[src/rtl/ncl_pkg.sv]
// Shared types for the NCL THxor0 bank: wavefront phase and per-gate action codes.
// Latency: none (types and constants only).
// Backpressure: none.
package ncl_pkg;

    // Wavefront monitor state, as seen on the bank's phase output.
    typedef enum logic [1:0] {
        PH_NULL   = 2'd0,
        PH_GROW   = 2'd1,
        PH_DATA   = 2'd2,
        PH_SHRINK = 2'd3
    } phase_t;

    // Per-gate action decoded from the four inputs on each edge.
    localparam logic [1:0] GATE_HOLD = 2'b00;
    localparam logic [1:0] GATE_SET  = 2'b01;
    localparam logic [1:0] GATE_CLR  = 2'b10;

endpackage

[src/rtl/thxor0_cell.sv]
// One THxor0 threshold gate (y = AB + CD) with hysteresis, modelled as a flop.
// Latency: 1 clk from inputs to y.
// Backpressure: none; inputs are sampled every rising edge.
module thxor0_cell
    import ncl_pkg::*;
#(
    parameter bit RST_VAL = 1'b0
) (
    input  logic clk,
    input  logic rsb,
    input  logic a,
    input  logic b,
    input  logic c,
    input  logic d,
    output logic y
);

    logic [1:0] act;

    // Decode set (either product term true) / clear (all inputs NULL) / hold.
    always_comb begin
        act = GATE_HOLD;
        if ((a & b) | (c & d)) begin
            act = GATE_SET;
        end else if (~(a | b | c | d)) begin
            act = GATE_CLR;
        end
    end

    // Hysteresis flop: output only moves on a full set or a full clear.
    always_ff @(posedge clk or negedge rsb) begin
        if (!rsb) begin
            y <= RST_VAL;
        end else begin
            case (act)
                GATE_SET: y <= 1'b1;
                GATE_CLR: y <= 1'b0;
                default:  y <= y;
            endcase
        end
    end

endmodule

[src/rtl/ncl_thxor0_bank.sv]
// Bank of WIDTH THxor0 gates with completion detect, four-phase wavefront monitor, wave counter, sticky error.
// Latency: 1 clk from inputs to y/phase/wave_cnt/err; all_data/all_null are combinational from y.
// Backpressure: none; the bank observes the NCL handshake and never stalls it.
module ncl_thxor0_bank
    import ncl_pkg::*;
#(
    parameter int WIDTH   = 4,
    parameter bit RST_VAL = 1'b0,
    parameter int CNT_W   = 16
) (
    input  logic             clk,
    input  logic             rsb,
    input  logic [WIDTH-1:0] a,
    input  logic [WIDTH-1:0] b,
    input  logic [WIDTH-1:0] c,
    input  logic [WIDTH-1:0] d,
    input  logic             err_clr,
    output logic [WIDTH-1:0] y,
    output logic             all_data,
    output logic             all_null,
    output logic [1:0]       phase,
    output logic [CNT_W-1:0] wave_cnt,
    output logic             err
);

    localparam phase_t PH_RST = RST_VAL ? PH_DATA : PH_NULL;

    phase_t           ph_q;
    logic [WIDTH-1:0] set_v;
    logic [WIDTH-1:0] clr_v;
    logic [WIDTH-1:0] y_n;
    logic             n_full;
    logic             n_empty;
    logic             any_fall;
    logic             any_rise;

    genvar gi;
    generate
        for (gi = 0; gi < WIDTH; gi++) begin : g_cell
            thxor0_cell #(
                .RST_VAL (RST_VAL)
            ) u_cell (
                .clk (clk),
                .rsb (rsb),
                .a   (a[gi]),
                .b   (b[gi]),
                .c   (c[gi]),
                .d   (d[gi]),
                .y   (y[gi])
            );
        end
    endgenerate

    // Mirror the cells' next state so the monitor can act on the same edge the gates move.
    always_comb begin
        set_v    = (a & b) | (c & d);
        clr_v    = ~(a | b | c | d);
        y_n      = set_v | (y & ~clr_v);
        n_full   = &y_n;
        n_empty  = ~|y_n;
        any_fall = |(y & ~y_n);
        any_rise = |(~y & y_n);
    end

    assign all_data = &y;
    assign all_null = ~|y;
    assign phase    = ph_q;

    // Wavefront FSM with counter and sticky error; a new error beats err_clr.
    always_ff @(posedge clk or negedge rsb) begin
        if (!rsb) begin
            ph_q     <= PH_RST;
            wave_cnt <= '0;
            err      <= 1'b0;
        end else begin
            logic err_evt;
            err_evt = 1'b0;
            case (ph_q)
                PH_NULL: begin
                    if (n_full) begin
                        ph_q     <= PH_DATA;
                        wave_cnt <= wave_cnt + CNT_W'(1);
                    end else if (!n_empty) begin
                        ph_q <= PH_GROW;
                    end
                end
                PH_GROW: begin
                    err_evt = any_fall;
                    if (n_full) begin
                        ph_q     <= PH_DATA;
                        wave_cnt <= wave_cnt + CNT_W'(1);
                    end else if (n_empty) begin
                        // Data wavefront retracted before completing.
                        ph_q    <= PH_NULL;
                        err_evt = 1'b1;
                    end
                end
                PH_DATA: begin
                    if (n_empty) begin
                        ph_q <= PH_NULL;
                    end else if (!n_full) begin
                        ph_q <= PH_SHRINK;
                    end
                end
                default: begin
                    err_evt = any_rise;
                    if (n_empty) begin
                        ph_q <= PH_NULL;
                    end else if (n_full) begin
                        // NULL wavefront reversed back into DATA.
                        ph_q     <= PH_DATA;
                        wave_cnt <= wave_cnt + CNT_W'(1);
                        err_evt  = 1'b1;
                    end
                end
            endcase
            if (err_evt) begin
                err <= 1'b1;
            end else if (err_clr) begin
                err <= 1'b0;
            end
        end
    end

endmodule
[config.mk]
export PLATFORM = sky130hd
export DESIGN_NAME = ncl_thxor0_bank
export DESIGN_NICKNAME = d
export VERILOG_FILES = /design/src/rtl/ncl_pkg.sv /design/src/rtl/thxor0_cell.sv /design/src/rtl/ncl_thxor0_bank.sv
export SDC_FILE = /design/constraint.sdc
export NUM_CORES = 1
export LEC_CHECK = 0
export CAP_MARGIN = 15
export CORE_MARGIN = 8
export CORE_UTILIZATION = 45
export CTS_CLUSTER_SIZE = 8
export DETAILED_ROUTE_END_ITERATION = 8
export PLACE_DENSITY = 0.76
export SYNTH_ARGS = -nofsm -noshare
export SYNTH_HDL_FRONTEND = slang
export SYNTH_SLANG_ARGS = --single-unit
[constraint.sdc]
create_clock -name clk -period 2.19 [get_ports clk]
set_input_delay 0.438 -clock clk [delete_from_list [all_inputs] [get_ports clk]]
set_output_delay 0.438 -clock clk [all_outputs]
set_load 0.02 [all_outputs]
* After elaboration in Yosys (flattened, before gate mapping)
Index checks and enable logic that the tools add are counted.
** Operators by class
- Bitwise operators :: 39
- Muxes and demuxes :: 31
- $add $sub $neg :: 1
- Reduce and logical (&&, ||, !) cells :: 18
- Eq/ne operators :: 14
** Operator list (count)
- $mux 16 :: 2
- $mux 2 :: 16
- $pmux 16 s2 :: 1
- $and 4x4->4 :: 5
- $or 4x4->4 :: 5
- $add 16x1->16 const B :: 1
- $not 4->4 :: 4
- $or 1x1->1 :: 16
- $reduce_or 4->1 :: 4
- $reduce_and 4->1 :: 3
- $reduce_bool 2->1 :: 6
- $eq 2x1->1 const B :: 5
- $eq 2x2->1 const B :: 5
- $pmux 1 s2 :: 5
- $ne 3x3->1 const B :: 3
- $and 1x1->1 :: 8
- $mux 1 :: 6
- $pmux 2 s3 :: 1
- $ne 4x2->1 const B :: 1
- $reduce_or 2->1 :: 2
- $logic_not 2->1 :: 1
- $reduce_and 2->1 :: 1
- $logic_not 1->1 :: 1
- $not 1->1 :: 1
** Word-level totals
- Bits of input ports :: 19
- Output and inout bits :: 25
- Register bits :: 23
- Word-level logic and storage cells :: 110

* Longest topological paths before layout
- Word-level depth :: 14
- Gate-level depth with buffers :: 5
- Depth with buffers taken out :: 5

* By module
From an unflattened synthesis, not the netlist that was laid out.
** Unflattened totals
- Cell total of the unflattened synthesis :: 139
- Area, all modules :: 1427.6 um^2
** By module, submodules not included
- ncl_thxor0_bank :: seq. area each 475.5 um^2, area an instance 1172.4 um^2, instances 1, cells an instance 115
- thxor0_cell :: seq. area each 25.0 um^2, area an instance 63.8 um^2, instances 4, cells an instance 6

* Least setup slack after synthesis
No wires, ideal clock.
- Path type :: in2reg
- From :: input port b[2]
- To :: register ph_q[0], in the netlist phase[0]
- Library setup time :: 0.118 ns
- Stages :: 4
- Arrival time :: 1.597 ns
- Path buffers :: 0
- Setup slack :: 0.475 ns
- Data required time :: 2.072 ns
- Cell sequence :: o41ai_1 > nand2_1 > nor4_1 > and2b_1
** On the way
- Longest elaborated chain between the ends :: 10
** RTL lines
- start, declared :: RTL line ncl_thxor0_bank.sv:14 : input logic [WIDTH-1:0] b,
- $or 4x4->4 (3 in series) :: RTL line ncl_thxor0_bank.sv:57 : clr_v = ~(a | b | c | d);
- $not 4->4 :: RTL line ncl_thxor0_bank.sv:57
- $not 4->4 :: RTL line ncl_thxor0_bank.sv:58 : y_n = set_v | (y & ~clr_v);
- $and 4x4->4 :: RTL line ncl_thxor0_bank.sv:58
- $or 4x4->4 * :: RTL line ncl_thxor0_bank.sv:58
- $reduce_and 4->1 / $reduce_or 4->1 (equally long branches) :: RTL line ncl_thxor0_bank.sv:59, ncl_thxor0_bank.sv:60
- $ne 4x2->1 (no source line), or another cell as far along
- $reduce_and 4->1 (no source line) / $pmux 2 s3 (equally long branches)
- end signal, assigned :: RTL line ncl_thxor0_bank.sv:72 : ph_q <= PH_RST;
- end signal, assigned :: RTL line ncl_thxor0_bank.sv:81 : ph_q <= PH_DATA;
- end signal, assigned :: RTL line ncl_thxor0_bank.sv:84 : ph_q <= PH_GROW;
- end, declared :: RTL line ncl_thxor0_bank.sv:28 : phase_t ph_q;
Every way passes the cells marked *; elsewhere a longest branch is shown, timed or not.
A chain may end at the register's enable or synchronous reset.

* Final worst setup path
- From :: register g_cell[1].u_cell.y
- To :: output port all_data
** On the way
- Longest elaborated chain between the ends :: 1
** RTL lines
- start, declared :: RTL line thxor0_cell.sv:15 : output logic y
- start signal, assigned :: RTL line thxor0_cell.sv:38 : default: y <= y;
- $reduce_and 4->1 :: RTL line ncl_thxor0_bank.sv:65 : assign all_data = &y;
- end, declared :: RTL line ncl_thxor0_bank.sv:19 : output logic all_data,
No other way between the ends.

==> results.txt <==
post-cts gate resize count -> 1
Synth Cell Area -> 1280 sq um
RSZ-0062 raised after global routing -> no
Setup violations, final -> 0
final hold violation count -> 0
die width -> 69.4 um
CTS Sinks -> 23
crit path kind -> reg2out
buffers from clock root to sink, at most -> 2
Worst EP arrival -> 1.66 ns
fin nets -> 198
port bufs -> 43
CP Launch Type -> flop
clk_lat worst skew -> 0.31 ns
CTS tree -> done
sequential share of the synthesized area -> 44.9%
leak pwr -> 0.772 nW
core area -> 2730 sq um
pwr/cell area -> 772 nW/um^2
Clock transition at path regs -> 0.12 ns
total gr overflow -> 0
setup ws final -> 0.0947 ns
reg2reg start -> g_cell[1].u_cell.y
hold_buf cts -> 0
row count -> 19
min Tclk post-route -> 2.10 ns
Routed WL per cell -> 15.6 um
Area Growth Syn to Fin -> 41.5%
CTS buffer count -> 3
Initial Utilization -> 46.9%
number of H-tree levels -> 1
Mapped Nets -> 145
vias in the first global route -> 1214
Final Power -> 0.00140 W
FF-to-FF path depth -> 5
Placement Setup Slack -> -0.132 ns
worst setup path endpoint -> all_data
CP max stage delay -> 0.60 ns
Post-Synthesis Cells -> 125
Ys Warns -> 0
Storage cell area -> 576 sq um
fill cell count -> 235
first-pass GRT wire length -> 5700 um
antenna violation net count after detailed routing -> 0
first drt pass iteration count -> 4
initial antenna violation count -> 0
TNS Setup -> 0 ns
multi-input logic area -> 666 sq um
Worst-Margin Slew -> 0.399 ns
#FFs+latches synth -> 23
Worst Path Max Fanout -> 8
Max Slew Vio Count -> 0
FF-to-FF setup slack -> 0.35 ns
routability cong. -> 0.817
largest net degree at the start of global routing -> 24
die height -> 69.4 um
die area -> 4810 sq um
FF-to-FF End -> wave_cnt[8]
f_max -> 477 MHz
CP Launch Point -> g_cell[1].u_cell.y
status -> finished, final reports clean
worst ir drop on vdd -> 0.694 mV
initial drt markers -> 51
Hold WC Path Type -> in2async
post-CTS setup repair buffer count -> 0
CP cell instances -> and4_2 > clkdlybuf4s50_1
clock root buffer -> clkbuf_4
skew final -> 0.00214 ns
layout cells sized above 1 -> 13.6%
critical path endpoint category -> output pin
Slowest-stage cell, CP -> clkdlybuf4s50_1
Final Cycle Share -> 95.7%
routed wire length -> 3240 um
Critical Path RT -> 1.75 ns
DR vias -> 1148
number of distinct library cells after synthesis -> 31
HPWL after DPL -> 2620 um
WHS -> 0.460 ns
DR DRC count -> 0
Cell Count, Final, Fillers Out -> 208
Total GRT Usage -> 13.7%
number of placed cells counting well taps -> 204
# diodes -> 0
I/O pins -> 44
total of max-cap violations -> 0
worst rel slew slack -> 73.2%
syn_area_per_cell -> 10.3 sq um
Vias per Instance -> 5.52
synthesized netlist by cell type, drive strengths merged:
library cell	n	share of area, %
a311oi	1	0.68
or3	1	0.49
nand2	7	2.0
and4	1	0.78
nand4	7	3.4
nor3	10	4.3
a211oi	6	6.4
a22oi	4	2.3
nor2b	2	0.98
dfrtp	23	45
mux2	1	0.88
buf	4	2.3
o22a	1	0.68
ha	1	0.98
inv	3	0.88
nand3	7	3.7
o41ai	1	0.68
nand3b	1	0.88
nor2	13	3.8
o21ai	4	2.4
xor2	13	8.9
nor4	7	3.9
o22ai	1	0.49
xnor2	2	1.4
and2b	1	0.59
a21oi	3	1.2
final cells by class:
| cell class | count | share of cell area (%) |
|---|---|---|
| sequential | 23 | 31.7 |
| timing repair buffer | 52 | 27.4 |
| inverter | 3 | 0.621 |
| tap | 31 | 2.14 |
| multi-input combinational | 95 | 36.7 |
| clock buffer | 4 | 1.45 |
flip-flops by register name, summed over array words and instances (netlist names):
| name | cells |
|---|---|
| wave_cnt | 16 |
| g_cell.u_cell.y | 4 |
| phase | 2 |
| err | 1 |
placed cells by master (no fill, tap or decap), types with 2 or more instances in the layout:
cell type	Yosys	layout
xor2_1	13	13
nand3_1	6	6
dfrtp_1	23	23
a22oi_1	4	4
a211oi_1	3	3
clkbuf_4	0	3
a21oi_1	3	3
nor2b_1	2	2
buf_4	4	9
o21ai_2	3	3
clkdlybuf4s50_1	0	42
nand2_1	7	7
a211oi_4	3	3
nand4_1	7	7
inv_1	3	3
xnor2_1	2	2
nor4_1	6	6
nor2_1	13	13
nor3_1	9	9
power breakdown:
part | switching [W] | leakage, nW | internal [W]
Clock | 0.000124 | 0.0150 | 0.0000711
Sequential | 0.0000984 | 0.280 | 0.000501
Combinational | 0.000310 | 0.476 | 0.000296
Total | 0.000532 | 0.772 | 0.000869
critical path, delay by kind of cell, from the launching register on:
| family | cells | cell delay [ns] |
|---|---|---|
| AND/OR/NAND/NOR | 1 | 0.26 |
| buffers and inverters | 1 | 0.60 |
| flip-flops | 1 | 0.50 |
per-layer routing:
metal	up-vias	track usage, %	wire length [um]
met5	-	0	0
met4	0	3.42	25
met3	4	3.43	150
met2	24	24.4	1680
met1	556	15.9	1390
li1	564	-	-
stage by stage:
step	utilization, %	cell area [sq um]
2_1_floorplan	-	1280
3_3_place_gp	65.4	1790
3_5_place_dp	65.4	1790
4_1_cts	66.4	1810
5_1_grt	66.4	1810
6_report	66.4	1810
worst min path at each step:
stage | start | endpoint | cells after the start
floorplan | rsb | err | 0
global placement | wave_cnt[15] | wave_cnt[15] | 1
detailed placement | wave_cnt[15] | wave_cnt[15] | 1
CTS | rsb | wave_cnt[4] | 2
global route | rsb | wave_cnt[4] | 2
finish | rsb | wave_cnt[4] | 2
kinds of logic after synthesis:
kind of cell / after synthesis / share of synthesized area, %
AO/OA/AOI/OAI: 21 / 14.9
XOR/XNOR: 15 / 10.2
adder cells (fa/ha/maj): 1 / 0.975
buffers and inverters: 7 / 3.22
flip-flops: 23 / 44.9
multiplexers: 1 / 0.878
AND/OR/NAND/NOR: 57 / 24.9
No activity file was read; power rests on OpenSTA's default activity.
